==> config.mk <==
export PLATFORM = sky130hd
export DESIGN_NAME = sram_sp_ctrl_flat
export DESIGN_NICKNAME = d
export VERILOG_FILES = /design/src/rtl/sram_sp_ctrl_if.sv /design/src/rtl/sram_sp_ctrl.sv /design/src/flat_wrapper.sv
export SDC_FILE = /design/constraint.sdc
export NUM_CORES = 1
export LEC_CHECK = 0
export ABC_AREA = 1
export BUFFER_PORTS_ARGS = -buffer_cell sky130_fd_sc_hd__buf_2
export CAP_MARGIN = 25
export CORE_ASPECT_RATIO = 1.2
export CORE_UTILIZATION = 51
export DETAILED_ROUTE_END_ITERATION = 10
export PLACE_DENSITY = 0.77
export SYNTH_ARGS = -nofsm -noshare
export SYNTH_HDL_FRONTEND = slang
export SYNTH_SLANG_ARGS = --single-unit
export TNS_END_PERCENT = 30
==> constraint.sdc <==
create_clock -name clk -period 2.1 [get_ports clk]
set_clock_uncertainty 0.2 [all_clocks]
set_input_delay 0.42 -clock clk [delete_from_list [all_inputs] [get_ports clk]]
set_output_delay 0.42 -clock clk [all_outputs]
set_load 0.02 [all_outputs]
==> src/rtl/sram_sp_ctrl_if.sv <==
// rtl/sram_sp_ctrl_if.sv - request/response channel bundle for sram_sp_ctrl
//
// Purpose: groups the word-wide request channel and the response channel
// between a requester (master) and the SRAM controller (slave).
// Signals:
//   req_valid/req_ready   request handshake (accepted when both high)
//   req_write             1 = write, 0 = read
//   req_addr  [AW]        word address
//   req_wdata [WIDTH]     write data
//   req_wstrb [WIDTH/8]   byte enables, writes only
//   resp_valid/resp_ready response handshake
//   resp_write            response is a write ack
//   resp_rdata [WIDTH]    read data, 0 for write acks
interface sram_sp_ctrl_if #(
   parameter int AW    = 9,
   parameter int WIDTH = 56
) ();
   logic                   req_valid;
   logic                   req_ready;
   logic                   req_write;
   logic [AW-1:0]          req_addr;
   logic [WIDTH-1:0]       req_wdata;
   logic [WIDTH/8-1:0]     req_wstrb;
   logic                   resp_valid;
   logic                   resp_ready;
   logic                   resp_write;
   logic [WIDTH-1:0]       resp_rdata;

   modport master (
      output req_valid, req_write, req_addr, req_wdata, req_wstrb, resp_ready,
      input  req_ready, resp_valid, resp_write, resp_rdata
   );

   modport slave (
      input  req_valid, req_write, req_addr, req_wdata, req_wstrb, resp_ready,
      output req_ready, resp_valid, resp_write, resp_rdata
   );
endinterface

==> src/rtl/sram_sp_ctrl.sv <==
// rtl/sram_sp_ctrl.sv - request-side controller for the single-port sram_sp macro
//
// Purpose: accepts one word-wide read/write request at a time, drives the
// SRAM pins, captures read data one cycle after the access and returns a
// response. Partial writes become read-modify-write because the macro only
// writes whole words. Optionally zero-fills the whole array after reset.
// Ports:
//   clk, resetn       clock, asynchronous active-low reset
//   bus (slave)       request / response channels (see sram_sp_ctrl_if)
//   init_done         zero-fill finished; held until the next reset
//   mem_we/addr/din   to sram_sp we/addr/din, sampled at the end of the cycle
//   mem_dout          from sram_sp dout, valid the cycle after a read access
module sram_sp_ctrl #(
   parameter int  DEPTH          = 512,
   parameter int  WIDTH          = 56,
   parameter bit  CLEAR_ON_RESET = 1'b1,
   localparam int AW             = $clog2(DEPTH),
   localparam int BYTES          = WIDTH / 8
) (
   input  logic             clk,
   input  logic             resetn,
   sram_sp_ctrl_if.slave    bus,
   output logic             init_done,
   output logic             mem_we,
   output logic [AW-1:0]    mem_addr,
   output logic [WIDTH-1:0] mem_din,
   input  logic [WIDTH-1:0] mem_dout
);

   typedef enum logic [2:0] {
      INIT,
      IDLE,
      RD_WAIT,
      RMW_WAIT,
      RESP
   } state_t;

   state_t             state;
   logic [AW-1:0]      cnt;
   logic [AW-1:0]      addr_q;
   logic [WIDTH-1:0]   wdata_q;
   logic [BYTES-1:0]   wstrb_q;
   logic               req_ready_q;
   logic               resp_valid_q;
   logic               resp_write_q;
   logic [WIDTH-1:0]   resp_rdata_q;
   logic               init_done_q;

   logic               accept;
   logic               wstrb_full;
   logic               wstrb_none;
   logic               mem_we_c;
   logic [WIDTH-1:0]   merged;

   assign accept     = bus.req_valid & req_ready_q & (state == IDLE);
   assign wstrb_full = &bus.req_wstrb;
   assign wstrb_none = ~|bus.req_wstrb;

   assign bus.req_ready  = req_ready_q;
   assign bus.resp_valid = resp_valid_q;
   assign bus.resp_write = resp_write_q;
   assign bus.resp_rdata = resp_rdata_q;
   assign init_done      = init_done_q;

   // Old word from the SRAM with the latched write bytes laid over it.
   always_comb begin
      merged = '0;
      for (int j = 0; j < BYTES; j++) begin
         merged[j*8 +: 8] = wstrb_q[j] ? wdata_q[j*8 +: 8] : mem_dout[j*8 +: 8];
      end
   end

   // SRAM pins. addr_q remembers the last address driven so the address bus
   // stays quiet when no access is made.
   always_comb begin
      mem_we_c = 1'b0;
      mem_addr = addr_q;
      mem_din  = '0;
      case (state)
         INIT: begin
            mem_we_c = 1'b1;
            mem_addr = cnt;
         end
         IDLE: begin
            // A zero-strobe write makes no access at all.
            if (accept && !(bus.req_write && wstrb_none)) begin
               mem_addr = bus.req_addr;
               if (bus.req_write && wstrb_full) begin
                  mem_we_c = 1'b1;
                  mem_din  = bus.req_wdata;
               end
            end
         end
         RMW_WAIT: begin
            mem_we_c = 1'b1;
            mem_din  = merged;
         end
         default: begin
         end
      endcase
   end

   // Reset must stop a write immediately, without waiting for the state
   // register to be seen by the combinational decode.
   assign mem_we = mem_we_c & resetn;

   always_ff @(posedge clk or negedge resetn) begin
      if (!resetn) begin
         state        <= CLEAR_ON_RESET ? INIT : IDLE;
         cnt          <= '0;
         addr_q       <= '0;
         wdata_q      <= '0;
         wstrb_q      <= '0;
         req_ready_q  <= 1'b0;
         resp_valid_q <= 1'b0;
         resp_write_q <= 1'b0;
         resp_rdata_q <= '0;
         init_done_q  <= 1'b0;
      end else begin
         case (state)
            INIT: begin
               cnt    <= cnt + 1'b1;
               addr_q <= cnt;
               if (cnt == AW'(DEPTH - 1)) begin
                  state       <= IDLE;
                  init_done_q <= 1'b1;
                  req_ready_q <= 1'b1;
               end
            end
            IDLE: begin
               // Covers the no-clear build, where reset lands straight here.
               init_done_q <= 1'b1;
               if (accept) begin
                  req_ready_q <= 1'b0;
                  if (!bus.req_write) begin
                     addr_q <= bus.req_addr;
                     state  <= RD_WAIT;
                  end else if (wstrb_full) begin
                     addr_q       <= bus.req_addr;
                     resp_valid_q <= 1'b1;
                     resp_write_q <= 1'b1;
                     resp_rdata_q <= '0;
                     state        <= RESP;
                  end else if (wstrb_none) begin
                     resp_valid_q <= 1'b1;
                     resp_write_q <= 1'b1;
                     resp_rdata_q <= '0;
                     state        <= RESP;
                  end else begin
                     addr_q  <= bus.req_addr;
                     wdata_q <= bus.req_wdata;
                     wstrb_q <= bus.req_wstrb;
                     state   <= RMW_WAIT;
                  end
               end else begin
                  req_ready_q <= 1'b1;
               end
            end
            RD_WAIT: begin
               resp_rdata_q <= mem_dout;
               resp_write_q <= 1'b0;
               resp_valid_q <= 1'b1;
               state        <= RESP;
            end
            RMW_WAIT: begin
               resp_rdata_q <= '0;
               resp_write_q <= 1'b1;
               resp_valid_q <= 1'b1;
               state        <= RESP;
            end
            RESP: begin
               if (bus.resp_ready) begin
                  resp_valid_q <= 1'b0;
                  req_ready_q  <= 1'b1;
                  state        <= IDLE;
               end
            end
            default: begin
               state <= IDLE;
            end
         endcase
      end
   end

endmodule

==> src/flat_wrapper.sv <==
// flat-port wrapper written by rule: the top's interface ports become plain ports
module sram_sp_ctrl_flat 
#(
   parameter int  DEPTH          = 512,
   parameter int  WIDTH          = 56,
   parameter bit  CLEAR_ON_RESET = 1'b1,
   localparam int AW             = $clog2(DEPTH),
   localparam int BYTES          = WIDTH / 8
)
  (clk, resetn, init_done, mem_we, mem_addr, mem_din, mem_dout, bus_req_valid, bus_req_write, bus_req_addr, bus_req_wdata, bus_req_wstrb, bus_resp_ready, bus_req_ready, bus_resp_valid, bus_resp_write, bus_resp_rdata);
  sram_sp_ctrl_if #(.AW((9)), .WIDTH(WIDTH)) bus_i ();
  input  logic clk;
  input  logic resetn;
  output logic init_done;
  output logic mem_we;
  output logic [AW-1:0] mem_addr;
  output logic [WIDTH-1:0] mem_din;
  input  logic [WIDTH-1:0] mem_dout;
  input wire logic [$bits(bus_i.req_valid)-1:0] bus_req_valid;
  input wire logic [$bits(bus_i.req_write)-1:0] bus_req_write;
  input wire logic [$bits(bus_i.req_addr)-1:0] bus_req_addr;
  input wire logic [$bits(bus_i.req_wdata)-1:0] bus_req_wdata;
  input wire logic [$bits(bus_i.req_wstrb)-1:0] bus_req_wstrb;
  input wire logic [$bits(bus_i.resp_ready)-1:0] bus_resp_ready;
  output wire logic [$bits(bus_i.req_ready)-1:0] bus_req_ready;
  output wire logic [$bits(bus_i.resp_valid)-1:0] bus_resp_valid;
  output wire logic [$bits(bus_i.resp_write)-1:0] bus_resp_write;
  output wire logic [$bits(bus_i.resp_rdata)-1:0] bus_resp_rdata;
  assign bus_i.req_valid = bus_req_valid;
  assign bus_i.req_write = bus_req_write;
  assign bus_i.req_addr = bus_req_addr;
  assign bus_i.req_wdata = bus_req_wdata;
  assign bus_i.req_wstrb = bus_req_wstrb;
  assign bus_i.resp_ready = bus_resp_ready;
  assign bus_req_ready = bus_i.req_ready;
  assign bus_resp_valid = bus_i.resp_valid;
  assign bus_resp_write = bus_i.resp_write;
  assign bus_resp_rdata = bus_i.resp_rdata;
  sram_sp_ctrl #(.DEPTH(DEPTH), .WIDTH(WIDTH), .CLEAR_ON_RESET(CLEAR_ON_RESET)) u_core (.clk(clk), .resetn(resetn), .bus(bus_i), .init_done(init_done), .mem_we(mem_we), .mem_addr(mem_addr), .mem_din(mem_din), .mem_dout(mem_dout));
endmodule
# After elaboration in Yosys (flattened, before gate mapping)
# Index checks and enable logic that the tools add are counted.
[op_classes]
bitwise_logic = 4
eq_ne = 11
mux = 44
reduce_logical = 21
add_sub_neg = 1
[op_table]
columns = ["op", "n"]
rows = [
  ["$mux 56", 6],
  ["$pmux 56 s3", 1],
  ["$pmux 56 s2", 1],
  ["$mux 8", 7],
  ["$mux 9", 5],
  ["$pmux 9 s2", 2],
  ["$mux 3", 6],
  ["$pmux 3 s4", 1],
  ["$mux 1", 10],
  ["$reduce_and 5->1", 2],
  ["$add 9x1->9 const B", 1],
  ["$eq 9x9->1 const B", 1],
  ["$pmux 1 s3", 3],
  ["$reduce_and 3->1", 3],
  ["$reduce_bool 3->1", 3],
  ["$reduce_and 7->1", 1],
  ["$reduce_or 7->1", 1],
  ["$eq 3x2->1 const B", 2],
  ["$ne 2x1->1 const B", 2],
  ["$ne 2x2->1 const B", 2],
  ["$ne 4x3->1 const B", 1],
  ["$pmux 1 s2", 2],
  ["$reduce_and 4->1", 1],
  ["$reduce_or 2->1", 2],
  ["other kinds (10)", 15],
]
[totals]
ff_bits = 144

# Longest topological paths before layout
# Gate-level depths: netlist (run 1).
[depth]
ltp_word = 8
mapped_depth = 11
depth_no_buf = 11

# Least setup slack after synthesis (run 1)
# No wires, ideal clock.
[synth_path]
kind = "register -> output"
from = "register u_core.state[1]"
to = "output mem_din[15]"
stages_incl_launch_ff = 10
arrival_time_ns = 1.445
setup_slack_ns = 0.035
path_buffers = 2
path_cell_list = "dfrtp_1 -> nor2_4 -> nand2_4 -> nor2_4 -> inv_2 -> nor2_2 -> buf_4 -> buf_6 -> nand3_1 -> nand2_1"
[synth_via]
elab_chain_len = 5
word_cells_on_any_way = 6
classes_between = "2 x eq/ne; 2 x mux; 1 x bitwise; 1 x reduce/logical"
[synth_lines]
columns = ["element", "line", "text"]
rows = [
  ["start: declaration", "sram_sp_ctrl.sv:38", "state_t state;"],
  ["start signal: assignment", "sram_sp_ctrl.sv:109", "state <= CLEAR_ON_RESET ? INIT : IDLE;"],
  ["$eq 3x1->1", "sram_sp_ctrl.sv:55, sram_sp_ctrl.sv:79", ""],
  ["$and 1x1->1", "sram_sp_ctrl.sv:55", "assign accept = bus.req_valid & req_ready_q & (state == IDLE);"],
  ["$logic_and 1x1->1", "sram_sp_ctrl.sv:86", "if (accept && !(bus.req_write && wstrb_none)) begin"],
  ["$mux 56", "sram_sp_ctrl.sv:86", ""],
  ["$pmux 56 s2 *", "sram_sp_ctrl.sv:79", "case (state)"],
  ["end: declaration", "flat_wrapper.sv:17", "output logic [WIDTH-1:0] mem_din;"],
]
# Mark *: on every way between the ends. The rest lies on a longest branch, timed or not.

# Worst setup path after layout (run 1)
[layout_path]
from = "register u_core.state[2]"
to = "output mem_addr[4]"
[layout_via]
elab_chain_len = 5
word_cells_on_any_way = 6
classes_between = "1 x eq/ne; 2 x mux; 1 x bitwise; 2 x reduce/logical"
[layout_lines]
columns = ["element", "line", "text"]
rows = [
  ["$eq 3x1->1", "sram_sp_ctrl.sv:55, sram_sp_ctrl.sv:79", ""],
  ["$and 1x1->1", "sram_sp_ctrl.sv:55", ""],
  ["$logic_and 1x1->1", "sram_sp_ctrl.sv:86", ""],
  ["$mux 9", "sram_sp_ctrl.sv:86", ""],
  ["$pmux 9 s2 *", "sram_sp_ctrl.sv:79", ""],
  ["end: declaration", "flat_wrapper.sv:16", "output logic [AW-1:0] mem_addr;"],
]
# Marked as above.

==> flow_summary.toml, run 1 <==
[critical_path]
r2r_start = "u_core.state[2]"
crit_type = "reg2out"
wp_data_required_ns = 1.48
rrSetupSlack_ns = 0.04
crit-reg2reg-capture = "u_core.wdata_q[5]"
worstSetupEndpointType = "output port"
worstPathArrival_ns = 1.99
timing.critical_path.slowest_stage_cell = "sky130_fd_sc_hd__dfrtp_1"
worstSetupStartpointType = "register"
largest_stage_delay_on_the_critical_path_ns = 0.41
crit_chain = "nor2_4, buf_4, inv_1, nor2_4, buf_4, nand3_1, nand2_1, buf_2"
largest_fanout_of_any_net_on_the_critical_path = 9
worst-r2r-cell-count = 9

[synthesis]
mappedNetlistNets = 1164
synth_seq_cells = 144
syn_area_um2 = 7660
netlist_cell_types = 29
yosys_warnings = 0
synth_seq_area_share_pct = 47.1
postSynthAreaPerCell_um2 = 7.44
synth_enable_flop_cells = 0
postSynth.topFlopCell = "sky130_fd_sc_hd__dfrtp_1"
asyncSetResetFlopFracSynth_pct = 100
postSynthCellCount = 1029

[sta]
period_share_pct = 124
timing.final.setup_violations = 66
max_clock_freq_mhz = 383
slew-limit-headroom_pct = 46.3
timing_worst_slew_pin_value_ns = 0.805
holdWs_ns = 0.0136
grt_setup_unrepaired = "yes"
final.setup.tns_ns = -29.69
hold_viol = 0
maxSlewViolCount = 0
layout_setup_ws_ns = -0.512
post-route-min-period_ns = 2.61

[cts]
latest_clock_arrival_within_the_worst_skew_pair_ns = 0.42
h-tree-depth = 4
clock-sinks = 144
clkTransAtPathRegs_ns = 0.06
tritoncts = "done"
cts_made_buffers = 17
clockBufferDepth = 2
ctsRootBufferMaster = "sky130_fd_sc_hd__clkbuf_16"

[place]
gp_routability_congestion = 0.877
dpl.hpwl_um = 15600
preCtsSetupSlack_ns = -0.188
placement.cell_area_um2 = 9390
dpl.cell_count = 1467
numPortBuffers = 258

[layout]
final_cell_count_no_fill = 1518
finish.instance_area_um2 = 11000
layout_net_count = 1439
layout.cells.most_common = "sky130_fd_sc_hd__nand2_1"
nFillCells = 1084
share_of_cells_above_drive_strength_1_pct = 33.3
mostFrequentLayoutCells = "sky130_fd_sc_hd__nand2_1 (460), sky130_fd_sc_hd__buf_2 (201), sky130_fd_sc_hd__dfrtp_1 (144)"
syn2layout_area_growth_pct = 43.2

[route]
vias = 8398
detail_route.drc_violations = 0
drt_first_pass_iters = 5
drt-total-wl_um = 26100
drt_first_iter_violations = 711
via_per_inst = 5.53
wl_per_cell_um = 17.2
drtAntennaViolNets = 0

[power]
power_dens_cells_nw_per_um2 = 1420
ir_worst_vdd_mv = 0.951
p_leak_nw = 6.06

[floorplan]
core_area_um2 = 14500
placementRows = 48
floorplan.die.height_um = 136
die-width_um = 114
floorplan.initialDensity_pct = 52.7
io-pin-count = 259
design.die.area_um2 = 15500

[worst_hold_path]
cells_on_worst_hold_path = 3
worstHoldPathType = "in2reg"
hp-start = "mem_dout[31]"
timing.hold.worst_endpoint = "u_core.bus.resp_rdata[31]"

[global_routing]
gr-max-usage-layer = "met2"
grt_start_max_net_pins = 145
groute.layer.met3.usage_pct = 7.58
grt_usage_pct = 32.7
use_met2_pct = 54.6
grt_pass1_vias = 8061
grt.overflow.total = 0
grtUsageMet1_pct = 39.0
antenna_violations_before_repair = 2
first_pass_grt_wire_length_um = 39300

[job]
drv.max_cap_violation_count = 0

[status]
outcome = "complete, but fails checks"
failed_checks = "negative setup slack"
synthesized netlist by cell type (2+ instances only):
| cell type | count | share of area (%) |
|---|---|---|
| sky130_fd_sc_hd__nand2_1 | 486 | 24 |
| sky130_fd_sc_hd__dfrtp_1 | 144 | 47 |
| sky130_fd_sc_hd__inv_1 | 77 | 3.8 |
| sky130_fd_sc_hd__nand3_1 | 72 | 4.7 |
| sky130_fd_sc_hd__nand4_1 | 63 | 5.1 |
| sky130_fd_sc_hd__o211ai_1 | 56 | 5.5 |
| sky130_fd_sc_hd__buf_2 | 40 | 2.6 |
| sky130_fd_sc_hd__clkbuf_1 | 13 | 0.64 |
| sky130_fd_sc_hd__nor2_1 | 13 | 0.64 |
| sky130_fd_sc_hd__buf_4 | 9 | 0.88 |
| sky130_fd_sc_hd__o21ai_0 | 7 | 0.46 |
| sky130_fd_sc_hd__buf_1 | 6 | 0.29 |
| sky130_fd_sc_hd__xor2_1 | 6 | 0.69 |
| sky130_fd_sc_hd__buf_6 | 5 | 0.74 |
| sky130_fd_sc_hd__inv_2 | 4 | 0.20 |
| sky130_fd_sc_hd__nor3_1 | 4 | 0.26 |
| sky130_fd_sc_hd__a21oi_1 | 3 | 0.20 |
| sky130_fd_sc_hd__nand2_2 | 3 | 0.25 |
| sky130_fd_sc_hd__nor2_2 | 3 | 0.25 |
| sky130_fd_sc_hd__nor2_4 | 3 | 0.44 |
| sky130_fd_sc_hd__a21boi_1 | 2 | 0.20 |
| sky130_fd_sc_hd__ha_1 | 2 | 0.33 |
| sky130_fd_sc_hd__nand3_2 | 2 | 0.26 |
sequential cells by signal (all words and copies together) (netlist names):
register	count
u_core.wstrb_q	7
u_core.state	3
u_core.bus.resp_valid	1
u_core.bus.req_ready	1
u_core.wdata_q	56
u_core.addr_q	9
u_core.init_done	1
u_core.cnt	9
u_core.bus.resp_write	1
u_core.bus.resp_rdata	56
where the power goes:
part	switching (mW)	total [mW]	internal, mW
clock network	1.16	3.26	2.10
registers	0.869	4.94	4.07
logic	4.67	7.31	2.65
total	6.70	15.5	8.82
worst max path at each step:
stage,cells after the start,start,to,slack [ns]
floorplan,9,u_core.state[1],mem_din[15],0.04
global placement,11,bus_req_wstrb[6],mem_addr[4],-0.14
detailed placement,11,bus_req_wstrb[6],mem_addr[6],-0.19
CTS,11,u_core.state[2],mem_din[39],-0.47
global route,9,u_core.state[2],mem_addr[8],-0.61
finish,8,u_core.state[2],mem_addr[4],-0.51
worst max-delay path, delay by kind of cell (launching register included):
kind / cells / cell delay (ns)
buffers and inverters: 4 / 0.61
DFF: 1 / 0.41
and+or+nand+nor: 4 / 0.55
through the flow:
stage               utilization [%]  total power, mW
finish                         75.4             15.5
detailed placement             64.6             11.3
floorplan                         -             9.06
global route                   75.4             16.4
CTS                            73.6             15.1
global placement               64.6             11.2
logic make-up after synthesis:
family,synth area share (%)
AO/OA/AOI/OAI,6.65
XOR/XNOR,0.686
buffers and inverters,9.13
flip-flops,47.1
adder cells (fa/ha/maj),0.327
AND/OR/NAND/NOR,36.1
area by class of cell:
cell class | count | area (um2) | area share (%)
multi-input combinational | 732 | 3650 | 33.3
sequential | 144 | 3600 | 32.9
timing repair buffer | 328 | 2500 | 22.8
clock buffer | 21 | 480 | 4.38
inverter | 81 | 312 | 2.84
tap | 200 | 250 | 2.28
clock inverter | 10 | 158 | 1.44
antenna | 2 | 5.00 | 0.0457
what timing repair did:
action / CTS / global route
pin swaps: 9 / 4
resized for setup: 144 / 55
endpoints found under the setup margin: 66 / 112
setup buffers: 10 / 1
gates cloned: 5 / 3
hold buffers: 1 / 0
endpoints found under the hold margin: 80 / 0
metal layers:
layer  vias to the layer above  wire length [um]
met1                      3971              9900
li1                       3866                 -
met3                       105              1940
met5                         -                 0
met4                         0              1080
met2                       456             13200
(Power assumes the default switching activity.)
==> inputs of run 2 (changes only) <==
--- a/config.mk
+++ b/config.mk
@@ -8,7 +8,6 @@
 export ABC_AREA = 1
 export BUFFER_PORTS_ARGS = -buffer_cell sky130_fd_sc_hd__buf_2
 export CAP_MARGIN = 25
-export CORE_ASPECT_RATIO = 1.2
 export CORE_UTILIZATION = 51
 export DETAILED_ROUTE_END_ITERATION = 10
 export PLACE_DENSITY = 0.77
==> constraint.sdc (replaced) <==
create_clock -name clk -period 2.1 [get_ports clk]
set_clock_uncertainty 0.2 [all_clocks]
set_input_delay 0.21 -clock clk [delete_from_list [all_inputs] [get_ports clk]]
set_output_delay 0.21 -clock clk [all_outputs]
set_load 0.02 [all_outputs]
==> run 2 against run 1 <==
The run still ends with negative setup slack left. Power up 0.17%. Via count up 8.0%. Worst hold slack better by 0.014 ns. Largest power group unchanged.
==> flow_summary.toml, run 2 (synthesized netlist as in run 1, its figures left out) <==
[power]
clock_power_share_pct = 20.2
power.total_mw = 15.5
ir_worst_vdd_mv = 0.644
seq_power_share_pct = 33.1
p_leak_nw = 6.48
cell_internal_pwr_mw = 8.69
power_dens_cells_nw_per_um2 = 1290
sw_frac_of_total_pct = 44.1
share_comb_of_total_power_pct = 46.7
power.switching_mw = 6.85

[critical_path]
largest_fanout_of_any_net_on_the_critical_path = 6
rrSetupSlack_ns = 0.03
cell_count_along_the_critical_path = 10
worstPathArrival_ns = 2.02
timing.critical_path.slowest_stage_cell = "sky130_fd_sc_hd__dfrtp_1"
wp_data_required_ns = 1.69
worst-path-buf-inv = 4
cp_top_family = "simple AND/OR/NAND/NOR gates"
worstSetupStartpointType = "register"
cp_common_cell = "sky130_fd_sc_hd__nor2_4"
largest_stage_delay_on_the_critical_path_ns = 0.40
worst-r2r-cell-count = 9
r2r_start = "u_core.state[1]"
crit_chain = "nor2_4, nand2_4, nor2_4, inv_2, nor2_4, buf_6, clkbuf_16, nand3_2, nand2_2, buf_6"
crit_type = "reg2out"
crit-reg2reg-capture = "u_core.wdata_q[9]"
worstSetupEndpointType = "output port"

[floorplan]
placementRows = 44
io-pin-count = 259
core_area_um2 = 14600
die-width_um = 125
floorplan.initialDensity_pct = 52.5
floorplan.die.height_um = 125
design.die.area_um2 = 15500

[sta]
hold_viol = 0
grt_setup_unrepaired = "yes"
slew-limit-headroom_pct = 50.4
max_clock_freq_mhz = 412
holdWs_ns = 0.0276
maxSlewViolCount = 0
post-route-min-period_ns = 2.43
period_share_pct = 116
timing.final.setup_violations = 66
timing_worst_slew_pin_value_ns = 0.743
layout_setup_ws_ns = -0.326

[worst_hold_path]
worstHoldPathType = "in2reg"
cells_on_worst_hold_path = 5
hp-start = "bus_req_addr[5]"
timing.hold.worst_endpoint = "u_core.addr_q[5]"

[global_routing]
first_pass_grt_wire_length_um = 43700
antenna_violations_before_repair = 2
grt_pass1_vias = 8837
grt.overflow.total = 0
grt_usage_pct = 35.4
grt_start_max_net_pins = 83

[cts]
clockBufferDepth = 2
h-tree-depth = 4
ctsRootBufferMaster = "sky130_fd_sc_hd__clkbuf_16"
tritoncts = "done"
clock-sinks = 144
latest_clock_arrival_within_the_worst_skew_pair_ns = 0.42
cts_made_buffers = 17
clkTransAtPathRegs_ns = 0.06

[route]
via_per_inst = 5.63
wl_per_cell_um = 18.2
drt_first_iter_violations = 1028
detail_route.drc_violations = 0
drt-total-wl_um = 29200
vias = 9067
drtAntennaViolNets = 0
drt_first_pass_iters = 8

[layout]
share_of_cells_above_drive_strength_1_pct = 29.6
syn2layout_area_growth_pct = 57.1
nFillCells = 868
layout.cells.most_common = "sky130_fd_sc_hd__nand2_1"
layout_net_count = 1545
mostFrequentLayoutCells = "sky130_fd_sc_hd__nand2_1 (455), sky130_fd_sc_hd__buf_2 (201), sky130_fd_sc_hd__dfrtp_1 (143)"
finalCoreUtilization_pct = 82.4

[status]
outcome = "complete, but fails checks"
failed_checks = "negative setup slack"

[place]
dpl.hpwl_um = 15200
numPortBuffers = 258
gp_routability_congestion = 0.859

[job]
drv.max_cap_violation_count = 0
==> run 2: worst max path at each step <==
stage | start | to
2_1_floorplan | u_core.state[1] | mem_din[15]
3_3_place_gp | bus_req_wstrb[5] | mem_addr[1]
3_5_place_dp | u_core.state[1] | u_core.wdata_q[7]
4_1_cts | u_core.state[2] | mem_din[31]
5_1_grt | u_core.state[1] | mem_din[39]
6_report | u_core.state[1] | mem_din[17]
==> run 2: layout make-up <==
cell class | instances | area, um2 | area share, %
Multi-Input combinational cell | 731 | 3670 | 30.5
Sequential cell | 144 | 3600 | 30.0
Timing Repair Buffer | 435 | 3590 | 29.9
Clock buffer | 22 | 474 | 3.94
Inverter | 81 | 314 | 2.61
Tap cell | 184 | 230 | 1.91
Clock inverter | 10 | 134 | 1.11
Antenna cell | 3 | 7.51 | 0.0624
==> run 2: worst register-to-register path: stages (launching register included) <==
cell                      delay, ns
sky130_fd_sc_hd__dfrtp_1       0.40
sky130_fd_sc_hd__nor2_4        0.16
sky130_fd_sc_hd__nand2_4       0.07
sky130_fd_sc_hd__buf_4         0.17
sky130_fd_sc_hd__a21oi_4       0.17
sky130_fd_sc_hd__buf_4         0.14
sky130_fd_sc_hd__buf_4         0.14
sky130_fd_sc_hd__buf_16        0.27
sky130_fd_sc_hd__nand4_1       0.18
sky130_fd_sc_hd__nand2_1       0.11
==> run 2: power groups by stage <==
stage | clock network [mW] | logic, mW | registers (mW)
after floorplan | 0 | 3.70 | 5.37
after global placement | 0 | 5.93 | 5.05
after detailed placement | 0 | 6.06 | 5.08
after CTS | 3.14 | 6.72 | 5.06
after global routing | 3.28 | 7.79 | 5.29
final | 3.14 | 7.25 | 5.15
==> run 2: through the flow <==
stage | setup WS (ns) | setup TNS (ns) | instance area, um2 | cells
2_1_floorplan | 0.245 | 0 | 7660 | 1029
4_1_cts | -0.267 | -15.65 | 11700 | 1601
3_5_place_dp | 0.00825 | 0 | 9200 | 1428
6_report | -0.326 | -18.50 | 12000 | 1610
5_1_grt | -0.390 | -23.12 | 12000 | 1610
3_3_place_gp | 0.0585 | 0 | 9200 | 1428
==> run 2: routing by layer <==
| layer | track usage (%) | vias to the layer above | part of all wire (%) |
|---|---|---|---|
| met5 | 0 | - | 0 |
| met4 | 20.1 | 0 | 5.2 |
| met3 | 6.66 | 162 | 8.0 |
| met2 | 59.1 | 595 | 49 |
| met1 | 42.8 | 4242 | 38 |
| li1 | - | 4068 | - |
==> run 2: what timing repair did <==
item | in CTS | in global routing
hold endpoints to repair | 273 | 0
endpoints found under the setup margin | 67 | 68
hold buffers | 131 | 0
setup buffers | 7 | 3
gates cloned | 3 | 4
pin swaps | 5 | 11
gates resized for setup | 135 | 68
==> inputs of run 3 (changes only) <==
--- a/config.mk
+++ b/config.mk
@@ -11,6 +11,7 @@
 export CORE_UTILIZATION = 51
 export DETAILED_ROUTE_END_ITERATION = 10
 export PLACE_DENSITY = 0.77
+export SETUP_SLACK_MARGIN = 0.02
 export SYNTH_ARGS = -nofsm -noshare
 export SYNTH_HDL_FRONTEND = slang
 export SYNTH_SLANG_ARGS = --single-unit
==> run 3 against run 2 <==
The run still ends with negative setup slack left. Largest power group unchanged. Core utilization grew 0.82 points. Combinational power up 2%. Critical path type unchanged. First-iteration DRC count down 17%. Worst hold slack better by 0.027 ns. Clock power about the same. Global-route usage did not move. Critical path depth unchanged. Worst setup slack got worse by 0.030 ns.
==> flow_summary.toml, run 3 (synthesized netlist as in run 1, its figures left out) <==
[critical_path]
worst-path-buf-inv = 4
worstSetupEndpointType = "output port"
wp_data_required_ns = 1.69
worstSetupStartpointType = "register"
cp_top_family = "simple AND/OR/NAND/NOR gates"
worst-r2r-cell-count = 9
cell_count_along_the_critical_path = 10
worstPathArrival_ns = 2.05
crit_type = "reg2out"
cp_common_cell = "sky130_fd_sc_hd__nor2_4"
crit_chain = "nor2_4, nand2_4, nor2_4, inv_2, nor2_4, buf_6, clkbuf_16, nand3_2, nand2_1, buf_6"
timing.critical_path.slowest_stage_cell = "sky130_fd_sc_hd__dfrtp_1"
largest_fanout_of_any_net_on_the_critical_path = 8
largest_stage_delay_on_the_critical_path_ns = 0.40

[floorplan]
core_area_um2 = 14600
design.die.area_um2 = 15500
io-pin-count = 259
die-width_um = 125
floorplan.initialDensity_pct = 52.5
placementRows = 44
floorplan.die.height_um = 125

[layout]
layout.cells.most_common = "sky130_fd_sc_hd__nand2_1"
mostFrequentLayoutCells = "sky130_fd_sc_hd__nand2_1 (449), sky130_fd_sc_hd__buf_2 (201), sky130_fd_sc_hd__dfrtp_1 (143)"
final_cell_count_no_fill = 1613
layout_net_count = 1548
share_of_cells_above_drive_strength_1_pct = 30.7
nFillCells = 841
finish.instance_area_um2 = 12100
syn2layout_area_growth_pct = 58.6

[route]
drtAntennaViolNets = 0
detail_route.drc_violations = 0
drt-total-wl_um = 29800
drt_first_iter_violations = 850
vias = 9102
drt_first_pass_iters = 6
via_per_inst = 5.64
wl_per_cell_um = 18.5

[sta]
timing.final.setup_violations = 66
layout_setup_ws_ns = -0.356
timing_worst_slew_pin_value_ns = 0.737
maxSlewViolCount = 0
hold_viol = 0
slew-limit-headroom_pct = 50.9
max_clock_freq_mhz = 407
period_share_pct = 117
grt_setup_unrepaired = "yes"
holdWs_ns = 0.0551
post-route-min-period_ns = 2.46

[global_routing]
grt_start_max_net_pins = 83
grt.overflow.total = 0
grt_usage_pct = 35.4
first_pass_grt_wire_length_um = 43700
grt_pass1_vias = 8837
antenna_violations_before_repair = 2

[place]
dpl.hpwl_um = 15200
placement.cell_area_um2 = 9200
numPortBuffers = 258
dpl.cell_count = 1428
gp_routability_congestion = 0.859

[cts]
clkTransAtPathRegs_ns = 0.06
clock-sinks = 144
cts_made_buffers = 17
tritoncts = "done"
latest_clock_arrival_within_the_worst_skew_pair_ns = 0.42
h-tree-depth = 4
ctsRootBufferMaster = "sky130_fd_sc_hd__clkbuf_16"
clockBufferDepth = 2

[status]
failed_checks = "negative setup slack"
outcome = "complete, but fails checks"

[power]
ir_worst_vdd_mv = 0.647
p_leak_nw = 6.51
power_dens_cells_nw_per_um2 = 1290

[job]
drv.max_cap_violation_count = 0

[worst_hold_path]
cells_on_worst_hold_path = 5
worstHoldPathType = "in2reg"
## run 3: cell types whose count changed in the layout (fill, tap and decap cells not counted), moves of 2 or more
cell and delta:
sky130_fd_sc_hd__nand2_1 -6, sky130_fd_sc_hd__clkbuf_16 +2, sky130_fd_sc_hd__nand3_2 +7, sky130_fd_sc_hd__nand2_2 +7, sky130_fd_sc_hd__nand3_1 -7
## run 3: final timing paths
path	startpoint	endpoint	slack, ns
min reg2reg	u_core.bus.resp_rdata[13]	u_core.bus.resp_rdata[13]	0.27
max in group asynchronous	resetn	u_core.bus.resp_rdata[4]	0.62
min in group asynchronous	resetn	u_core.bus.resp_rdata[7]	0.23
min	bus_req_addr[5]	u_core.addr_q[5]	0.06
max reg2reg	u_core.state[1]	u_core.wdata_q[27]	0.01
max	u_core.state[1]	mem_din[34]	-0.36
## run 3: final cells by class
cell class | instances | area, um2 | share of cell area, %
multi-input combinational | 731 | 3720 | 30.6
inverter | 81 | 317 | 2.61
clock buffer | 22 | 474 | 3.90
clock inverter | 10 | 134 | 1.10
timing repair buffer | 438 | 3660 | 30.2
sequential | 144 | 3600 | 29.7
antenna | 3 | 7.51 | 0.0618
tap | 184 | 230 | 1.90
## run 3: metrics by stage
stage / setup TNS (ns) / setup slack [ns] / utilization, % / total power, mW
floorplan: 0 / 0.245 / - / 9.06
detailed placement: 0 / 0.00825 / 63.0 / 11.1
CTS: -15.65 / -0.267 / 80.0 / 14.9
finish: -19.48 / -0.356 / 83.3 / 15.7
global placement: 0 / 0.0585 / 63.0 / 11.0
global route: -24.20 / -0.413 / 83.3 / 16.5
## run 3: tightest hold or removal path, cell delays in order
cell	delay [ns]
sky130_fd_sc_hd__buf_2	0.08
sky130_fd_sc_hd__nand2_1	0.05
sky130_fd_sc_hd__o21ai_0	0.09
sky130_fd_sc_hd__nand3_1	0.13
sky130_fd_sc_hd__nand2_1	0.08
## run 3: timing repair
item / in CTS / in global routing
hold endpoints to repair: 273 / 0
hold buffers: 131 / 0
gates cloned: 3 / 6
endpoints found under the setup margin: 88 / 68
buffers inserted: 7 / 3
gates resized for setup: 135 / 81
pin swaps: 5 / 4
## run 3: routing by layer
layer  track usage [%]  part of all wire, %  wire (um)  vias to the layer above
met3              6.66                  8.0       2380                      133
li1                  -                    -          -                     4087
met4              20.1                  5.0       1490                        0
met5                 0                    0          0                        -
met2              59.1                   50      14800                      569
met1              42.8                   37      11100                     4313
## run 3: report_power, final
group	switching, mW	internal, mW	total [mW]
Clock	1.18	1.96	3.14
Combinational	4.63	2.74	7.37
Sequential	1.10	4.07	5.17
